$ cat config.mk
export PLATFORM = sky130hd
export DESIGN_NAME = passivator_nd_sync
export DESIGN_NICKNAME = d
export VERILOG_FILES = /design/src/rtl/passivator_nd_sync.sv
export SDC_FILE = /design/constraint.sdc
export NUM_CORES = 1
export LEC_CHECK = 0
export CORE_ASPECT_RATIO = 0.7
export CORE_MARGIN = 4
export CORE_UTILIZATION = 36
export CTS_BUF_LIST = sky130_fd_sc_hd__clkbuf_4 sky130_fd_sc_hd__clkbuf_8 sky130_fd_sc_hd__clkbuf_16
export DETAILED_ROUTE_END_ITERATION = 8
export GPL_TIMING_DRIVEN = 0
export HOLD_SLACK_MARGIN = 0.02
export PLACE_DENSITY = 0.75
export SLEW_MARGIN = 20
export SYNTH_ARGS = -nofsm -noshare
export SYNTH_HDL_FRONTEND = slang
export SYNTH_SLANG_ARGS = --single-unit
$ cat constraint.sdc
create_clock -name clk -period 1.07 [get_ports clk]
set_input_delay 0.214 -clock clk [delete_from_list [all_inputs] [get_ports clk]]
set_output_delay 0.214 -clock clk [all_outputs]
set_load 0.03 [all_outputs]
$ cat src/rtl/passivator_nd_sync.sv
// Clocked passivator joining two active 4-phase handshake ports with synchronised requests.
// Define PASSIVATOR_XFER_CNT_EN to add the xfer_cnt completed-transfer counter output.
`timescale 1ns/1ps

module passivator_nd_sync #(
   parameter int DWIDTH      = 8,
   parameter int NWORDS      = 4,
   parameter int SYNC_STAGES = 2,
   parameter int CNT_WIDTH   = 16
) (
   input  logic                     clk,
   input  logic                     rst_n,
   input  logic                     req1,
   output logic                     ack1,
   input  logic [NWORDS*DWIDTH-1:0] data_in,
   input  logic                     req2,
   output logic                     ack2,
   output logic [NWORDS*DWIDTH-1:0] data_out
`ifdef PASSIVATOR_XFER_CNT_EN
   ,
   output logic [CNT_WIDTH-1:0]     xfer_cnt
`endif
);

   typedef enum logic {
      ST_IDLE = 1'b0,
      ST_ACK  = 1'b1
   } state_t;

   state_t                     state_q, state_d;
   logic [NWORDS*DWIDTH-1:0]   data_q, data_d;
   logic                       capture;
   logic                       ack;
   logic                       r1s, r2s;

   if (NWORDS < 1 || SYNC_STAGES < 0 || CNT_WIDTH < 1) begin : g_param_err
      $error("passivator_nd_sync: illegal parameter value");
   end

   // Bit 0 of each stage carries req1, bit 1 carries req2.
   if (SYNC_STAGES == 0) begin : g_bypass
      assign r1s = req1;
      assign r2s = req2;
   end else begin : g_sync
      logic [SYNC_STAGES-1:0][1:0] sync_q, sync_d;

      always_comb begin
         sync_d[0] = {req2, req1};
         for (int i = 1; i < SYNC_STAGES; i++) begin
            sync_d[i] = sync_q[i-1];
         end
      end

      // NOTE: state flops use non-blocking assignment so every flop samples pre-edge values.
      always_ff @(posedge clk or negedge rst_n) begin
         if (!rst_n) sync_q <= '0;
         else        sync_q <= sync_d;
      end

      assign r1s = sync_q[SYNC_STAGES-1][0];
      assign r2s = sync_q[SYNC_STAGES-1][1];
   end

   always_ff @(posedge clk or negedge rst_n) begin
      if (!rst_n) begin
         state_q <= ST_IDLE;
         data_q  <= '0;
      end else begin
         state_q <= state_d;
         data_q  <= data_d;
      end
   end

   // NOTE: defaults first so no path through the case leaves a signal unassigned (no latch).
   always_comb begin
      state_d = state_q;
      capture = 1'b0;
      case (state_q)
         ST_IDLE: if (r1s && r2s) begin
            state_d = ST_ACK;
            capture = 1'b1;
         end
         ST_ACK:  if (!r1s && !r2s) state_d = ST_IDLE;
         default: state_d = ST_IDLE;
      endcase
   end

   always_comb begin
      data_d = capture ? data_in : data_q;
   end

   // Both acks decode the single state flop, so they match and cannot glitch.
   always_comb begin
      ack = (state_q == ST_ACK);
   end

   assign ack1     = ack;
   assign ack2     = ack;
   assign data_out = data_q;

`ifdef PASSIVATOR_XFER_CNT_EN
   logic [CNT_WIDTH-1:0] cnt_q, cnt_d;

   // Counts return-to-zero completions; wraps freely.
   always_comb begin
      cnt_d = cnt_q;
      if (state_q == ST_ACK && !r1s && !r2s) cnt_d = cnt_q + CNT_WIDTH'(1);
   end

   always_ff @(posedge clk or negedge rst_n) begin
      if (!rst_n) cnt_q <= '0;
      else        cnt_q <= cnt_d;
   end

   assign xfer_cnt = cnt_q;
`endif

endmodule

# Yosys cells after proc, flatten, opt, wreduce, memory -nomap -nowiden
# Cells that the tools add are included.
[totals]
reg_bits = 37
latchBits = 0
ramBits = 0
romBits = 0
in_bits = 36
elab_cells = 13
n_memories = 0
[op_classes]
n_addsub = 0
n_mul = 0
div = 0
order_cmp = 0
eq_ne = 0
shift = 0
mux = 4
bitwise_logic = 1
reduce_logical = 4
[op_table]
columns = ["operator", "count"]
rows = [
  ["1-bit two-way mux", 3],
  ["1-bit logical AND", 2],
  ["1-bit zero test", 2],
  ["1-bit one-hot mux with 2 select lines", 1],
  ["1-bit inverter", 1],
]

# Longest topological paths before layout
# Gate-level depths: netlist (run 1).
[depth]
word_depth = 4
ltp_mapped = 3
ltp_nobuf = 2

# Worst setup path before layout (run 1)
# Ideal clock, no wire load.
[synth_timing]
kind = "register to register"
start = "register state_q, in the netlist ack1"
end = "register data_q[0], in the netlist data_out[0]"
setup_time_ns = 0.125
t_arrival_ns = 1.226
path_slack_ns = -0.281
path_stages_with_launch = 4
synth_period_minus_slack_ns = 1.351
path_cell_list = "dfrtp_1 > nand3b_4 > buf_6 > mux2_4"
[synth_between]
elab_chain_cells = 1
[synth_rtl]
columns = ["item", "line", "rtl"]
rows = [
  ["from (decl)", "30", "state_t state_q, state_d;"],
  ["from (signal assigned)", "69", "state_q <= state_d;"],
  ["1-bit two-way mux", "78", "case (state_q)"],
  ["to (signal assigned)", "70", "data_q <= data_d;"],
  ["to (decl)", "31", "logic [NWORDS*DWIDTH-1:0] data_q, data_d;"],
]
# Every way passes these cells.
# A chain may end at the register's enable or synchronous reset.

# Worst setup path in the final report (run 1)
[layout_timing]
start = "register state_q, in the netlist ack1"
end = "register data_q[6], in the netlist data_out[6]"
# Same word-level chain as after synthesis.

==> Implementation_results.wiki, run 1 <==
{| class="wikitable"
! Metric !! Value
|-
| Run status || finished with violations
|-
| Violations in the final reports || setup timing
|-
| Total count of hold-check failures in the final report || 0
|-
| Area of the die || about 5200 um2
|-
| Highest-delay cell along the critical path || dfrtp_2
|-
| Area growth from synthesis to layout || 73.8%
|-
| Placed wire-length estimate || 2.30 mm
|-
| Number of enable-type register cells in the synthesized netlist || 0
|-
| Initial antenna violation count || 0
|-
| Total power draw || 4.95 mW
|-
| Global-route congestion overflow total || 0
|-
| Maximum number of pins on one net before global-route repair || 20
|-
| Arrival @ worst endpoint || 1.41 ns
|-
| Type of the tightest min-delay check || flop to flop
|-
| Post-DR wirelength/cell || 14.6 um
|-
| PwrDens || 1940 nW/um2
|-
| Fraction of post-synthesis cell area in the top cell type by area || 0.630
|-
| DR vias || 983
|-
| Number of DRC violations after detailed routing || 0
|-
| Critical Path End Type || flop
|-
| Critical path type || flop to flop
|-
| Cell taking the most area after synthesis || dfrtp_1
|-
| Total cell area at the placement stage || 2250 um2
|-
| Number of synthesized register bits || 37
|-
| First-pass iteration count of the detailed router || 2
|-
| CTS Buffer Depth || 2
|-
| Worst IR drop on VDD || about 1.2 mV
|-
| Critical Path Source Type || flop
|-
| Max Slew Vio Count || 0
|-
| Global-route wire length before repair || roughly 5.0 mm
|-
| Via count normalized by instance count || ~4.4
|-
| Floorplan row count || 19
|-
| Number of nets with antenna violations after routing || 0
|-
| Post-Synthesis Net Count || approximately 110
|-
| Worst Clk Skew || 0.00322 ns
|-
| Post-route worst setup slack || -0.175 ns
|-
| Average footprint of a synthesized cell || ~20 um2
|-
| Share of the yosys chip area belonging to registers || 0.630
|-
| Clock H-tree levels || 2
|-
| Global-route usage over all layers || 0.131
|-
| Root cell of the clock tree || clkbuf_8
|-
| Most common cell in the netlist || dfrtp_1
|-
| Insertion delay of the later-clocked pin in the worst-skew pair || 0.28 ns
|-
| Maximum operating frequency || approximately 800 MHz
|-
| Final setup vio count || 34
|-
| Number of global-route vias before repair || 922
|-
| Data required, critical path || 1.24 ns
|-
| TritonCTS Buffers || 5
|-
| Final Instance Area || around 2600 um2
|-
| Layout cells sized above 1 || 0.584
|-
| Clock period minus worst slack || 1.24 ns
|-
| DP Cell Count || 197
|-
| Initial cell density of the core || 0.375
|-
| Post-synth top flop || dfrtp_1
|-
| Synth Warn # || 0
|-
| Post-synth cell types || 7
|-
| Number of clock sinks seen by CTS || 37
|-
| Area used by multi-input combinational logic || 503 um2
|-
| Post-Synthesis Cells || 75
|-
| Sum of negative setup slack || -5.42 ns
|-
| Layout Cells excl Fill || 225
|-
| Final net count || roughly 210
|-
| Routability Congestion || 0.791
|-
| Asr flop ratio synth || 1.00
|-
| Layout filler cell count || 293
|-
| Cell area after synthesis || approximately 1500 um2
|-
| Core region area || 3920 um2
|-
| Overall die height || just over 60 um
|-
| Buffers on Ports || ~70
|-
| Relative slew slack || 0.683
|-
| Final period util || 1.16
|-
| Flip-flop and latch area || 927 um2
|-
| Top cells by instance count after synthesis || dfrtp_1, mux2_4, buf_6
|-
| Maximum fanout encountered on the critical timing path || 10
|-
| Die outline width || 84.4 um
|-
| Clock transition at the registers of the reported paths || 0.07 ns
|-
| CP peak stage delay || between 0.4 and 0.5 ns
|-
| Number of primary I/O pins || 70
|-
| TritonCTS clock tree || yes
|-
| Reported max-cap violation count || 0
|-
| Leakage power summed over all cells || 1.27 nW
|-
| Number of antenna cells inserted || 0
|-
| DRT iter0 DRCs || 22
|-
| Crit path cell chain || nand3b_4 > buf_8 > mux2_4
|-
| Top cells by area, synth || dfrtp_1, mux2_4, buf_6
|-
| Worst-Margin Slew || roughly 0.48 ns
|-
| RSZ-0062 raised after global routing || true
|-
| Total wirelength of the detailed-routed design || 3.29 mm
|}
## where the power goes
part,internal [mW],total (mW),switching [mW]
sequential,1.68,1.88,0.207
combinational,1.16,2.03,0.870
clock,0.576,1.03,0.456
## final cells by class
type,instances,area share
Tap cell,52,0.0255
Multi-Input combinational cell,34,0.197
Buffer,4,0.0225
Timing Repair Buffer,90,0.354
Clock buffer,8,0.0382
Sequential cell,37,0.363
## worst max-delay path, delay by kind of cell, from the launching register on
| family | cells | cell delay (ns) |
|---|---|---|
| buffers and inverters | 1 | 0.19 |
| AND/OR/NAND/NOR | 1 | 0.22 |
| multiplexers | 1 | 0.30 |
| flip-flops | 1 | 0.43 |
## cell usage in the layout (no fill, tap or decap), drive strengths merged
master / count
dfrtp: 37
clkdlybuf4s50: 34
buf: 59
mux2: 32
maj3: 1
dlygate4sd3: 1
nand3b: 1
clkbuf: 8
## per-stage QoR
step	utilization	hold WS, ns	worst slack, ns
floorplan	-	-0.0816	-0.189
global placement	0.568	0.339	-1.10
detailed placement	0.574	0.200	-0.291
CTS	0.581	0.354	-0.180
global route	0.651	0.349	-0.218
finish	0.651	0.353	-0.175
## state kept, by name (all words and copies together) (netlist names)
register and flops:
ack1 1, g_sync.sync_q 2, g_sync.sync_d 2, data_out 32
## repair_timing
action                                  4_1_cts  5_1_grt
gates resized for setup                     194       66
endpoints found under the setup margin       64       66
setup buffers                                 3       16
hold buffers                                  1        0
cloned                                        0        0
endpoints found under the hold margin        18        0
## per-layer routing
layer / vias up / part of all wire / GRT usage
met1: 482 / 0.45 / 0.172
met3: 4 / 0.082 / 0.0575
met5: - / 0 / 0
li1: 453 / - / -
met4: 0 / 0.013 / 0.0542
met2: 44 / 0.46 / 0.191
## cells by family (layout without fill, tap and decap cells)
logic type               Yosys count  after routing  synth area share
multiplexers                      32             32             0.322
AND/OR/NAND/NOR                    1              1            0.0136
adder cells (fa/ha/maj)            1              1           0.00681
buffers and inverters              4            102            0.0281
flip-flops                        37             37             0.630
## final timing paths
| path | endpoint | startpoint | slack [ns] | cells after the start |
|---|---|---|---|---|
| max | data_out[6]$_DFFE_PN0P_ | ack1$_DFF_PN0_ | -0.17 | 3 |
| min | g_sync.sync_q[3]$_DFF_PN0_ | g_sync.sync_d[3]$_DFF_PN0_ | 0.35 | 0 |
| max reg2reg | data_out[6]$_DFFE_PN0P_ | ack1$_DFF_PN0_ | -0.17 | 3 |
| min reg2reg | g_sync.sync_q[3]$_DFF_PN0_ | g_sync.sync_d[3]$_DFF_PN0_ | 0.35 | 0 |
| max in group asynchronous | ack1$_DFF_PN0_ | rst_n | 0.19 | 3 |
| min in group asynchronous | data_out[15]$_DFFE_PN0P_ | rst_n | 0.41 | 2 |
Note: power is estimated with default switching activity, not from simulation.
==> inputs of run 2 (changes only) <==
Settings changed: CAP_MARGIN set to 0.
==> results of run 2 <==
Same layout as run 1: the final DEF is identical, and so are final timing and power.
==> RTL edit, RTL diff (config.mk and constraints of run 2) <==
`NWORDS`: 4 -> 8.
--- a/src/rtl/passivator_nd_sync.sv
+++ b/src/rtl/passivator_nd_sync.sv
@@ -6,3 +6,3 @@
    parameter int DWIDTH      = 8,
-   parameter int NWORDS      = 4,
+   parameter int NWORDS      = 8,
    parameter int SYNC_STAGES = 2,
Ports: changed (resized data_in and data_out); port bits go from 70 to 134. The function was not compared with the original's and may differ.
==> RTL edit against run 2 <==
The flow still finishes with violations (setup timing); wire length is 110% higher; area after synthesis is 92% higher; core utilization is 2.0 points higher; design area is 97% higher; sequential cell count is 32 higher; critical path depth is 1 higher; setup slack worse by 0.13 ns; power is 120% higher; highest routed layer unchanged.
==> RTL edit: results <==
group,metric,value,unit
yosys,ys_seq_area_share,61.0,%
worst_hold_path,hold_path.startpoint,"req1",
place,globalplace.congestion,0.767,
route,routed_wl,6850,um
global_routing,groute.layer.met1.usage,19.5,%
cells_and_area,largest_reg_flops,64,
timing,finalSetupTns,-18.35,ns
place,placedInstanceArea,0.00430,mm^2
pwr,max-vdd-ir-drop,1.26,mV
cells_and_area,final_cell_count_no_fill,428,
yosys,netlist-cell-type-count,8,
cts,worstSkewPairLatency,0.33,ns
place,buffer_ports.inserted,133,
place,place_ws,-0.293,ns
route,routed-wl-met2,3020,um
run_status,status,"complete, but fails checks",
global_routing,grt_first_pass_wirelength,10800,um
place,place.detailed.instances,375,
pwr,internal_power,7790,uW
critical_path,rr_endpoint,"data_out[49]",
cells_and_area,share_of_post_route_cells_with_drive_strength_above_1,58.5,%
critical_path,r2r.worst_path.cells,4,
global_routing,grt_pass1_vias,2047,
route,wl_met1,3040,um
worst_hold_path,min_delay_path_depth,1,
global_routing,groute.usage.overall,15.2,%
pwr,power.combinational.fraction,36.6,%
timing,setup_viol_count_final,98,
global_routing,grt_max_degree,40,
pwr,power_density,2200,mW/mm^2
timing,fin_hold_ws,0.333,ns
cells_and_area,nNetsFinal,393,
timing,setup_skew_after_layout,0.00619,ns
timing,final_critical_path_setup_slack,-0.302,ns
route,firstDrtPassIters,4,
pwr,power_frac_clock,31.1,%
run_status,failed_checks,"setup timing",
cts,cts_made_buffers,9,
worst_hold_path,worst_hold_path.endpoint,"g_sync.sync_d[2]",
global_routing,grt.met3_usage,7.79,%
critical_path,cp_data_arrival_time,1.58,ns
yosys,synth.net_count,211,
pwr,power.static_leakage,0.00247,uW
route,drt_first_iter_violations,42,
yosys,post_synth_most_frequent_cells,"sky130_fd_sc_hd__dfrtp_1 (69), sky130_fd_sc_hd__mux2_4 (60), sky130_fd_sc_hd__buf_12 (6)",
route,dr_wl_met3,735,um
yosys,yosys.area_share.adder,0.354,%
yosys,post_synth_mux_area_share,33.4,%
route,vias,1859,
[RTL edit: timing repair]
action                                  CTS  global route
hold buffers                              1             0
hold endpoints to repair                 30             0
endpoints found under the setup margin  130           131
resized for setup                       462             2
setup buffers                            24            12
[RTL edit: logic make-up after synthesis]
kind of cell	Yosys count
AND/OR/NAND/NOR	1
multiplexers	64
flip-flops	69
adder cells (fa/ha/maj)	1
buffers and inverters	8
[RTL edit: area by class of cell]
cell class	count	area [um^2]
clock buffers	10	239
fillers	498	2460
multi-input cells	66	963
flip-flops and latches	69	1730
clock inverters	6	110
repair buffers	171	1720
plain buffers	8	143
well taps	98	123
[RTL edit: worst register-to-register path, stage by stage, from the launching register on]
cell and delay, ns:
sky130_fd_sc_hd__dfrtp_2 0.43, sky130_fd_sc_hd__nand3b_1 0.17, sky130_fd_sc_hd__buf_6 0.18, sky130_fd_sc_hd__buf_12 0.17, sky130_fd_sc_hd__mux2_4 0.30
